===== src/rtl/mem_arbiter.sv =====
// mem_arbiter: shares the single downstream memory port between master 0
// (CPU) and master 1 (DMA/debug). One transaction is in flight at a time.
// A BUSY cycle counter bounds each access and turns a stall into an access
// fault.
// Build option: define MEM_ARB_ROUND_ROBIN_EN to alternate grants on a tie.
// Without it, master 0 always wins a tie.
module mem_arbiter #(
    parameter int unsigned TIMEOUT = 16
) (
    input  logic        clk,
    input  logic        reset,

    // master 0 (CPU)
    input  logic        m0_re,
    input  logic        m0_we,
    input  logic [31:0] m0_addr,
    input  logic [31:0] m0_wd,
    input  logic [1:0]  m0_rd_unit,
    input  logic [1:0]  m0_wd_unit,
    output logic [31:0] m0_rd,
    output logic        m0_done,
    output logic        m0_fault,

    // master 1 (secondary requester)
    input  logic        m1_re,
    input  logic        m1_we,
    input  logic [31:0] m1_addr,
    input  logic [31:0] m1_wd,
    input  logic [1:0]  m1_rd_unit,
    input  logic [1:0]  m1_wd_unit,
    output logic [31:0] m1_rd,
    output logic        m1_done,
    output logic        m1_fault,

    // downstream memory port
    output logic        s_re,
    output logic        s_we,
    output logic [31:0] s_addr,
    output logic [31:0] s_wd,
    output logic [1:0]  s_rd_unit,
    output logic [1:0]  s_wd_unit,
    input  logic [31:0] s_rd,
    input  logic        s_ready,
    input  logic        s_fault,

    // status
    output logic        busy,
    output logic        owner
);

    typedef enum logic [1:0] {
        ST_IDLE,
        ST_BUSY,
        ST_RESP
    } state_t;

    // One extra bit so the counter can represent TIMEOUT itself without wrapping.
    localparam int unsigned  CW       = $clog2(TIMEOUT) + 1;
    localparam logic [CW-1:0] TMO_LAST = CW'(TIMEOUT - 1);

    state_t        state;
    state_t        state_nxt;
    logic [CW-1:0] tmo_cnt;
    logic [CW-1:0] tmo_cnt_nxt;

    logic          req0;
    logic          req1;
    logic          grant;

    logic          sel_re;
    logic          sel_we;
    logic [31:0]   sel_addr;
    logic [31:0]   sel_wd;
    logic [1:0]    sel_rd_unit;
    logic [1:0]    sel_wd_unit;

    logic          owner_nxt;
    logic          busy_nxt;
    logic          s_re_nxt;
    logic          s_we_nxt;
    logic [31:0]   s_addr_nxt;
    logic [31:0]   s_wd_nxt;
    logic [1:0]    s_rd_unit_nxt;
    logic [1:0]    s_wd_unit_nxt;
    logic [31:0]   m0_rd_nxt;
    logic [31:0]   m1_rd_nxt;
    logic          m0_done_nxt;
    logic          m1_done_nxt;
    logic          m0_fault_nxt;
    logic          m1_fault_nxt;

    // Completion request raised by the state logic, routed to the owner below.
    logic          finish;
    logic          finish_fault;

`ifdef MEM_ARB_ROUND_ROBIN_EN
    logic          last_served;
    logic          last_served_nxt;
`endif

    // Choose the master to serve when the port is free.
    always_comb begin
        req0 = m0_re | m0_we;
        req1 = m1_re | m1_we;
`ifdef MEM_ARB_ROUND_ROBIN_EN
        grant = (req0 && req1) ? ~last_served : req1;
`else
        grant = req1 && !req0;
`endif
    end

    // Route the granted master's request fields toward the latch.
    always_comb begin
        if (grant) begin
            sel_re      = m1_re;
            sel_we      = m1_we;
            sel_addr    = m1_addr;
            sel_wd      = m1_wd;
            sel_rd_unit = m1_rd_unit;
            sel_wd_unit = m1_wd_unit;
        end else begin
            sel_re      = m0_re;
            sel_we      = m0_we;
            sel_addr    = m0_addr;
            sel_wd      = m0_wd;
            sel_rd_unit = m0_rd_unit;
            sel_wd_unit = m0_wd_unit;
        end
    end

    // Next state plus next value of every registered output.
    always_comb begin
        state_nxt     = state;
        tmo_cnt_nxt   = tmo_cnt;
        owner_nxt     = owner;
        s_re_nxt      = s_re;
        s_we_nxt      = s_we;
        s_addr_nxt    = s_addr;
        s_wd_nxt      = s_wd;
        s_rd_unit_nxt = s_rd_unit;
        s_wd_unit_nxt = s_wd_unit;
        m0_rd_nxt     = m0_rd;
        m1_rd_nxt     = m1_rd;
        m0_done_nxt   = 1'b0;
        m1_done_nxt   = 1'b0;
        m0_fault_nxt  = 1'b0;
        m1_fault_nxt  = 1'b0;
        finish        = 1'b0;
        finish_fault  = 1'b0;
`ifdef MEM_ARB_ROUND_ROBIN_EN
        last_served_nxt = last_served;
`endif

        case (state)
            ST_IDLE: begin
                if (req0 || req1) begin
                    owner_nxt     = grant;
                    s_addr_nxt    = sel_addr;
                    s_wd_nxt      = sel_wd;
                    s_rd_unit_nxt = sel_rd_unit;
                    s_wd_unit_nxt = sel_wd_unit;
`ifdef MEM_ARB_ROUND_ROBIN_EN
                    last_served_nxt = grant;
`endif
                    if (sel_re && sel_we) begin
                        // Read and write together is illegal: fault without a slave access.
                        state_nxt    = ST_RESP;
                        finish       = 1'b1;
                        finish_fault = 1'b1;
                    end else begin
                        state_nxt   = ST_BUSY;
                        s_re_nxt    = sel_re;
                        s_we_nxt    = sel_we;
                        tmo_cnt_nxt = '0;
                    end
                end
            end

            ST_BUSY: begin
                tmo_cnt_nxt = tmo_cnt + 1'b1;
                if (s_ready) begin
                    state_nxt    = ST_RESP;
                    s_re_nxt     = 1'b0;
                    s_we_nxt     = 1'b0;
                    finish       = 1'b1;
                    finish_fault = s_fault;
                    if (s_re) begin
                        if (owner) begin
                            m1_rd_nxt = s_rd;
                        end else begin
                            m0_rd_nxt = s_rd;
                        end
                    end
                end else if (tmo_cnt == TMO_LAST) begin
                    state_nxt    = ST_RESP;
                    s_re_nxt     = 1'b0;
                    s_we_nxt     = 1'b0;
                    finish       = 1'b1;
                    finish_fault = 1'b1;
                end
            end

            ST_RESP: begin
                state_nxt = ST_IDLE;
            end

            default: begin
                state_nxt = ST_IDLE;
                s_re_nxt  = 1'b0;
                s_we_nxt  = 1'b0;
            end
        endcase

        if (finish) begin
            if (owner_nxt) begin
                m1_done_nxt  = 1'b1;
                m1_fault_nxt = finish_fault;
            end else begin
                m0_done_nxt  = 1'b1;
                m0_fault_nxt = finish_fault;
            end
        end

        busy_nxt = (state_nxt != ST_IDLE);
    end

    // Register state and outputs; reset aborts any transaction without a done pulse.
    always_ff @(posedge clk) begin
        if (reset) begin
            state     <= ST_IDLE;
            tmo_cnt   <= '0;
            owner     <= 1'b0;
            busy      <= 1'b0;
            s_re      <= 1'b0;
            s_we      <= 1'b0;
            s_addr    <= '0;
            s_wd      <= '0;
            s_rd_unit <= '0;
            s_wd_unit <= '0;
            m0_rd     <= '0;
            m1_rd     <= '0;
            m0_done   <= 1'b0;
            m1_done   <= 1'b0;
            m0_fault  <= 1'b0;
            m1_fault  <= 1'b0;
`ifdef MEM_ARB_ROUND_ROBIN_EN
            last_served <= 1'b1;
`endif
        end else begin
            state     <= state_nxt;
            tmo_cnt   <= tmo_cnt_nxt;
            owner     <= owner_nxt;
            busy      <= busy_nxt;
            s_re      <= s_re_nxt;
            s_we      <= s_we_nxt;
            s_addr    <= s_addr_nxt;
            s_wd      <= s_wd_nxt;
            s_rd_unit <= s_rd_unit_nxt;
            s_wd_unit <= s_wd_unit_nxt;
            m0_rd     <= m0_rd_nxt;
            m1_rd     <= m1_rd_nxt;
            m0_done   <= m0_done_nxt;
            m1_done   <= m1_done_nxt;
            m0_fault  <= m0_fault_nxt;
            m1_fault  <= m1_fault_nxt;
`ifdef MEM_ARB_ROUND_ROBIN_EN
            last_served <= last_served_nxt;
`endif
        end
    end

endmodule


===== config.mk =====
export PLATFORM = sky130hd
export DESIGN_NAME = mem_arbiter
export DESIGN_NICKNAME = d
export VERILOG_FILES = /design/src/rtl/mem_arbiter.sv
export SDC_FILE = /design/constraint.sdc
export NUM_CORES = 1
export LEC_CHECK = 0
export BUFFER_PORTS_ARGS = -buffer_cell sky130_fd_sc_hd__buf_2
export CAP_MARGIN = 10
export CORE_UTILIZATION = 36
export CTS_BUF_LIST = sky130_fd_sc_hd__clkbuf_2 sky130_fd_sc_hd__clkbuf_4 sky130_fd_sc_hd__clkbuf_8
export DETAILED_ROUTE_END_ITERATION = 10
export PLACE_DENSITY = 0.69
export SLEW_MARGIN = 20
export SYNTH_ARGS = -nofsm -noshare
export SYNTH_HDL_FRONTEND = slang
export SYNTH_SLANG_ARGS = --single-unit

===== constraint.sdc =====
create_clock -name clk -period 1.91 [get_ports clk]
set_clock_uncertainty 0.2 [all_clocks]
set_input_delay 0.0955 -clock clk [delete_from_list [all_inputs] [get_ports clk]]
set_output_delay 0.0955 -clock clk [all_outputs]
set_load 0.01 [all_outputs]

## After elaboration in Yosys (flattened, before gate mapping)

Index checks and enable logic that the tools add are counted.

| operators by class | value |
|---|---|
| mux-type cells | 33 |
| $add $sub $neg | 1 |
| reduce and logical (&&, ||, !) cells | 15 |
| bitwise operators | 6 |
| eq/ne operators | 6 |

Operators by type and width:

| cell | number |
|---|---|
| $mux W32 | 2 |
| $mux W1 | 17 |
| $mux W2 | 6 |
| $reduce_and A4 Y1 | 3 |
| $mux W5 | 2 |
| $pmux W5 S2 | 1 |
| $pmux W1 S3 | 2 |
| $reduce_or A3 Y1 | 2 |
| $add A5 B1 Y5 const B | 1 |
| $eq A5 B4 Y1 const B | 1 |
| $ne A2 B2 Y1 const B | 2 |
| $not A1 Y1 | 4 |
| $pmux W1 S2 | 2 |
| $pmux W2 S2 | 1 |
| $reduce_bool A2 Y1 | 2 |
| $ne A3 B3 Y1 const B | 1 |
| $reduce_and A3 Y1 | 1 |
| $eq A2 B1 Y1 const B | 1 |
| $eq A2 B2 Y1 const B | 1 |
| $logic_and A1 B1 Y1 | 2 |
| $logic_not A2 Y1 | 1 |
| $or A1 B1 Y1 | 2 |
| $reduce_and A2 Y1 | 1 |
| $reduce_or A2 Y1 | 1 |
| other kinds (2) | 2 |

| storage, ports and cells | value |
|---|---|
| register bits after elaboration | 147 |
| bits of input ports | 176 |

## Depth between registers and ports, before layout

Gate-level depths: netlist of run 1.

| logic depth | value |
|---|---|
| depth after elaboration | 10 |
| gate-level depth with buffers | 7 |

## Worst setup path before layout of run 1

Ideal clock, no wire load.

| path | value |
|---|---|
| path type | register to register |
| from | reg tmo_cnt[0] |
| to | reg s_re |
| setup time | 123 ps |
| cell stages (with the launch flop) | 8 |
| period minus slack after synthesis | 1840 ps |
| data required time | 1587 ps |
| slack | 70 ps |
| data arrival time | 1517 ps |
| path through | dfxtp_1 -> ha_1 -> and3_1 -> ha_1 -> or2_2 -> o21ai_0 -> nand2_1 -> mux2i_1 |

| on the way | value |
|---|---|
| word-level cells in the longest chain between the ends | 3 |

Ends and longest elaborated chain:

| what | line | text |
|---|---|---|
| from (decl) | 63 | `logic [CW-1:0] tmo_cnt;` |
| from (signal assigned) | 251 | `tmo_cnt <= tmo_cnt_nxt;` |
| $eq A5 B4 Y1 | 194 | `end else if (tmo_cnt == TMO_LAST) begin` |
| $ne A3 B3 Y1 (no source line) | -- |  |
| $reduce_and A4 Y1 (no source line) | -- |  |
| to (signal assigned) | 254 | `s_re <= s_re_nxt;` |
| to (decl) | 36 | `output logic s_re,` |

No other way between the ends.
A chain may end at the register's enable or synchronous reset.

## Worst setup path in the final report of run 1

| path | value |
|---|---|
| from | reg state[0] |
| to | reg s_addr[10] |

| on the way | value |
|---|---|
| word-level cells in the longest chain between the ends | 2 |

Ends and longest elaborated chain:

| what | line | text |
|---|---|---|
| from (decl) | 61 | `state_t state;` |
| from (signal assigned) | 250 | `state <= state_nxt;` |
| $logic_not A2 Y1 | 154 | `case (state)` |
| $reduce_and A2 Y1 (no source line) | -- |  |
| to (signal assigned) | 256 | `s_addr <= s_addr_nxt;` |
| to (decl) | 38 | `output logic [31:0] s_addr,` |

No other way between the ends.

==> results.py, run 1 <==
metrics = {
    "detailed_routing": {
        "vias": 6822,
        "totalWireLength_um": 21780,
        "ant_nets": 0,
        "wire_per_inst_um": 15.72,
        "firstDrtPassIters": 5,
        "drc": 0,
        "drtIter0Drc": 252,
        "viasPerCell": 4.926,
    },
    "critical_path": {
        "cp-startpoint": "state[0]$_SDFF_PP0_",
        "worst_ep_required_time_ns": 2.07,
        "path_cells": "or2_4, a21oi_4, buf_12, buf_4, nor2_1, a211oi_2",
        "slowest_delay_ns": 0.38,
        "worst-setup-path-type": "reg -> reg",
        "crit_arrival_ns": 2.01,
        "endpoint_kind": "flip-flop",
        "cpMaxStageDelayCell": "dfxtp_1",
        "cp_max_fo": 14,
        "r2r-start": "state[0]$_SDFF_PP0_",
        "start_kind": "flip-flop",
    },
    "logic_synthesis": {
        "synth_warnings": 0,
        "synth_top_cell_by_area": "dfxtp_1",
        "syn_avg_cell_area_um2": 8.790,
        "yosys-top-cells-area": "dfxtp_1 (50%), mux2i_1 (12%), a211oi_1 (8.8%)",
        "ys_ff_latch": 147,
        "synth_cells": 669,
        "yosysSeqAreaShare_pct": 50.04,
        "synthDistinctLibCells": 33,
        "syn_area_um2": 5881,
        "synth.top_cell.area_share_pct": 50.04,
        "syn_nets": 847,
    },
    "cells_and_area": {
        "fin_area_um2": 10130,
        "final_nets": 1334,
        "diodes": 0,
        "multi_input_area_um2": 2733,
        "syn_to_final_growth_pct": 72.26,
        "final_core_util_pct": 63.54,
        "fillers": 1230,
        "drive_above_1_share_pct": 33.45,
        "seq_area_um2": 2943,
    },
    "placed_design": {
        "dpl_worst_slack_ns": -0.02206,
        "placedInstanceArea_um2": 7856,
        "hpwl_um": 12370,
        "port_buffers": 315,
        "gp_congestion": 0.7976,
    },
    "clocking": {
        "cts_buffers": 17,
        "clock_path_buffers": 2,
        "clk_pin_slew_ns": 0.08,
        "clock_latency_ns": 0.45,
        "cts_max_level": 4,
        "cts_tree": "done",
        "clock-sinks": 147,
        "root_buffer": "clkbuf_8",
    },
    "sta": {
        "setup_viol": 0,
        "fin_crit_ns": 1.856,
        "setup_slack_ns": 0.05374,
        "fmax_mhz": 538.7,
        "post-route-period-util_pct": 97.19,
        "fin_hold_ws_ns": 0.05634,
        "slew_headroom_pct": 75.51,
        "drv_slew": 0,
        "worst_slew_pin_slew_ns": 0.3659,
        "finalHoldViolations": 0,
    },
    "pwr": {
        "p_per_area_nw_per_um2": 795.5,
        "ir_worst_vdd_mv": 0.3969,
        "power_leakage_nw": 4.557,
        "power_mw": 8.058,
    },
    "floorplan": {
        "coreArea_um2": 15940,
        "io_pins": 316,
        "initial_utilization_pct": 36.89,
        "fp.dieH_um": 129.8,
        "die_x_um": 129.8,
        "rows": 46,
        "fp.dieArea_um2": 16850,
    },
    "hold_path": {
        "min_path_type": "in -> reg",
        "min_from": "m1_we",
    },
    "global_routing": {
        "grt_max_degree": 55,
        "grt_util_met3_pct": 7.380,
        "grt_pass1_vias": 6775,
        "grt_first_pass_wirelength_um": 32630,
        "busiest_layer": "met2",
        "grtUsageMet1_pct": 26.25,
        "antenna_found_initial": 0,
        "grtUsageTotal_pct": 24.97,
        "grt-ovfl-total": 0,
        "use_met2_pct": 43.69,
    },
    "run_status": {
        "status": "complete, no violations",
    },
    "flow_run": {
        "drv_cap": 0,
    },
}
## final timing paths
kind / endpoint / slack, ns / cells after the start
worst min register to register: m0_rd[15]$_SDFFE_PP0P_ / 0.25 / 2
worst max-delay path: s_addr[10]$_SDFFE_PP0P_ / 0.05 / 6
worst max register to register: s_addr[10]$_SDFFE_PP0P_ / 0.05 / 6
worst min-delay path: tmo_cnt[2]$_SDFFE_PP0P_ / 0.06 / 5
## cell usage in the layout (no fill, tap or decap), types with 2 or more instances in the layout
cell / Yosys / routed
buf_2: 22 / 314
dlygate4sd3_1: 0 / 177
dfxtp_1: 147 / 147
nand2_1: 131 / 130
nor2_1: 82 / 82
mux2i_1: 71 / 71
a21oi_1: 71 / 68
a211oi_1: 69 / 67
buf_4: 1 / 20
clkbuf_8: 0 / 17
buf_12: 0 / 11
nand2b_1: 5 / 5
o21ai_0: 5 / 4
nor2b_1: 4 / 4
bufinv_16: 0 / 4
clkinv_4: 0 / 4
inv_1: 3 / 3
nor3_4: 1 / 3
or3_1: 3 / 3
nor3_1: 3 / 3
clkinv_2: 0 / 3
or2_4: 0 / 2
a211oi_2: 0 / 2
xnor2_1: 2 / 2
a211o_1: 2 / 2
a21oi_2: 0 / 2
ha_1: 2 / 2
clkbuf_4: 0 / 2
clkinvlp_4: 0 / 2
## per-stage QoR
| step | setup TNS (ns) | cells |
|---|---|---|
| after CTS | 0 | 1383 |
| after detailed placement | -0.04058 | 1174 |
| after floorplan | 0 | 669 |
| after global routing | -0.007461 | 1385 |
| final | 0 | 1385 |
| after global placement | 0 | 1174 |
## power by group
group          switching, mW  total, mW  internal, mW
Sequential             0.137       3.45          3.31
Combinational          0.980       1.96         0.983
Clock                   1.19       2.64          1.45
Total                   2.31       8.06          5.75
## logic make-up (layout without fill, tap and decap cells)
logic type / after synthesis / count (layout) / synth area share, %
compound gates: 150 / 150 / 15.94
flops: 147 / 147 / 50.04
buf+inv: 58 / 558 / 4.489
xor+xnor: 2 / 2 / 0.2979
mux: 71 / 71 / 12.09
fa+ha+maj: 2 / 2 / 0.4255
simple gates: 239 / 239 / 16.72
## flip-flops by register name, summed over array words and instances, names as in the netlist, 2 cells and up
signal     count
m0_rd         32
m1_rd         32
s_addr        32
s_rd_unit      2
s_wd          32
s_wd_unit      2
state          2
tmo_cnt        5
## metal layers
layer | share of wire, % | up-vias | wire (µm)
met5 | 0 | - | 0
met4 | 5.6 | 0 | 1218
met3 | 6.8 | 86 | 1483
met2 | 49 | 335 | 10770
met1 | 38 | 3122 | 8305
li1 | - | 3279 | -
## critical path: cells and delay by family, from the launching register on
family	cells	cell delay, ns
AO/OA/AOI/OAI	2	0.45
buffers and inverters	2	0.35
flip-flops	1	0.38
AND/OR/NAND/NOR	2	0.39
## cells in the mapped netlist
cell       count
and3_1         1
dfxtp_1      147
or2_2          1
nor3_4         1
a22oi_1        1
buf_6          2
nor3_2         2
inv_1          3
or2_1          1
mux2i_1       71
a211oi_1      69
and2_1         1
buf_4          1
nor3b_1        1
o22ai_1        1
nor2_1        82
nor3_1         3
nand2_1      131
clkbuf_1      26
nand4bb_1      1
nand2b_1       5
ha_1           2
o21ai_0        5
xnor2_1        2
or3_1          3
nor2b_1        4
a21oi_1       71
buf_2         22
o21a_1         1
nand3_1        1
buf_1          4
and3b_1        1
a211o_1        2
## layout make-up
type                            instances  area share [%]
Inverter                                3          0.1112
Sequential cell                       147           29.05
Clock inverter                         13           1.828
Multi-Input combinational cell        464           26.98
Clock buffer                           19           2.458
Tap cell                              216           2.668
Timing Repair Buffer                  523           36.91
## repair_timing
item                                    4_1_cts  5_1_grt
endpoints found under the setup margin        2       35
gates cloned                                  0        1
buffers inserted                              0        1
endpoints found under the hold margin       144        0
gates resized for setup                       1        9
pin swaps                                     1        0
hold buffers                                177        0
Power figures use the tool's default switching activity.
==> run 2: changes to the inputs <==
Settings changed: RECOVER_POWER set to 50.
==> run 2 against run 1 <==
Non-clock buffer count is the same. Sequential share of layout area rose by 0.51 points. Via count barely moved. Combinational power decreased by 3%. Design area is 1.7% lower. Die area is the same. Maximum frequency about the same. Clock-buffer cell count unchanged. Largest cell class unchanged. Highest routed layer unchanged.
==> results.py, run 2 (synthesis results as in run 1) <==
metrics = {
    "pwr": {
        "p_per_area_nw_per_um2": 803.2,
        "ir_worst_vdd_mv": 0.3960,
        "power_leakage_nw": 3.998,
    },
    "detailed_routing": {
        "vias": 6817,
        "ant_nets": 0,
        "drtIter0Drc": 248,
        "totalWireLength_um": 21830,
        "firstDrtPassIters": 4,
        "wire_per_inst_um": 15.76,
        "drc": 0,
        "viasPerCell": 4.922,
    },
    "cells_and_area": {
        "diodes": 0,
        "drive_above_1_share_pct": 21.47,
        "layout_common_cells": "dlygate4sd3_1 (177), buf_2 (174), dfxtp_1 (147)",
        "final_nets": 1334,
        "syn_to_final_growth_pct": 69.28,
        "layout_commonest_cell": "dlygate4sd3_1",
    },
    "hold_path": {
        "hold_depth": 5,
        "min_path_type": "in -> reg",
    },
    "floorplan": {
        "fp.dieH_um": 129.8,
        "fp.dieArea_um2": 16850,
        "die_x_um": 129.8,
        "io_pins": 316,
        "initial_utilization_pct": 36.89,
        "rows": 46,
        "coreArea_um2": 15940,
    },
    "sta": {
        "worst_slew_pin_slew_ns": 0.3659,
        "drv_slew": 0,
        "finalHoldViolations": 0,
        "post-route-period-util_pct": 97.09,
        "fmax_mhz": 539.2,
        "finalSetupTns_ns": 0,
        "fin_crit_ns": 1.854,
        "setup_viol": 0,
        "slew_headroom_pct": 75.51,
        "fin_hold_ws_ns": 0.05606,
    },
    "clocking": {
        "clk_pin_slew_ns": 0.08,
        "cts_tree": "done",
        "clock-sinks": 147,
        "cts_max_level": 4,
        "clock_path_buffers": 2,
        "cts_buffers": 17,
        "root_buffer": "clkbuf_8",
        "clock_latency_ns": 0.45,
    },
    "critical_path": {
        "crit_arrival_ns": 2.01,
        "reg2regPathDepth": 6,
        "worst-setup-path-type": "in -> reg",
        "endpoint_kind": "flip-flop",
        "cp_max_fo": 24,
        "start_kind": "input port",
        "worst_ep_required_time_ns": 2.07,
    },
    "global_routing": {
        "antenna_found_initial": 0,
        "grtUsageTotal_pct": 24.97,
        "grt-ovfl-total": 0,
        "grt_pass1_vias": 6775,
        "grt_first_pass_wirelength_um": 32630,
        "grt_max_degree": 55,
    },
    "flow_run": {
        "drv_cap": 0,
    },
    "placed_design": {
        "port_buffers": 315,
        "hpwl_um": 12370,
        "gp_congestion": 0.7976,
    },
    "run_status": {
        "status": "complete, no violations",
    },
}
## run 2: cell type report
| class | instances | area [µm²] |
|---|---|---|
| clock buffers | 19 | 249.0 |
| inverters | 3 | 11.26 |
| fillers | 1311 | 5988 |
| clock inverters | 13 | 185.2 |
| flip-flops and latches | 147 | 2943 |
| multi-input cells | 464 | 2733 |
| repair buffers | 523 | 3563 |
| well taps | 216 | 270.3 |
## run 2: critical path: stages
cell and delay, ns:
buf_2 0.12, nor2_1 0.31, nor3_4 0.07, buf_12 0.17
buf_4 0.20, mux2i_1 0.14, dlygate4sd3_1 0.59, a211oi_2 0.29
## run 2: path summary, 6_finish.rpt
kind	end	startpoint	slack (ns)
hold / removal	tmo_cnt[2]$_SDFFE_PP0P_	m1_re	0.06
hold reg to reg	m0_rd[15]$_SDFFE_PP0P_	m0_rd[15]$_SDFFE_PP0P_	0.25
setup / recovery	s_addr[10]$_SDFFE_PP0P_	m1_we	0.06
setup reg to reg	s_addr[10]$_SDFFE_PP0P_	state[0]$_SDFF_PP0_	0.06
## run 2: routing by layer
metal  vias up  GRT usage, %  share of wire [%]
met5         -             0                  0
met4         0         15.94                5.6
met3        84         7.380                7.1
met2       346         43.69                 49
met1      3114         26.25                 38
li1       3273             -                  -
## run 2: stage by stage
step	instances	utilization, %	instance area (µm²)	setup slack, ns	total power [mW]
2_1_floorplan	669	-	5881	0.07025	4.280
3_3_place_gp	1174	49.28	7856	0.001833	4.974
3_5_place_dp	1174	49.28	7856	-0.02206	5.003
4_1_cts	1383	63.11	10060	0.007884	7.963
5_1_grt	1385	62.44	9955	-0.007270	8.361
6_report	1385	62.44	9955	0.05555	7.996
## run 2: power breakdown
group / total (mW) / internal (mW) / switching, mW
sequential: 3.46 / 3.31 / 0.144
combinational: 1.90 / 0.919 / 0.978
clock: 2.64 / 1.45 / 1.19
## run 2: timing repair
action,in CTS,in global routing
hold endpoints to repair,144,0
pin swaps,1,0
resized for setup,1,9
setup endpoints to repair,2,35
hold buffers,177,0
buffers inserted,0,1
gates cloned,0,1
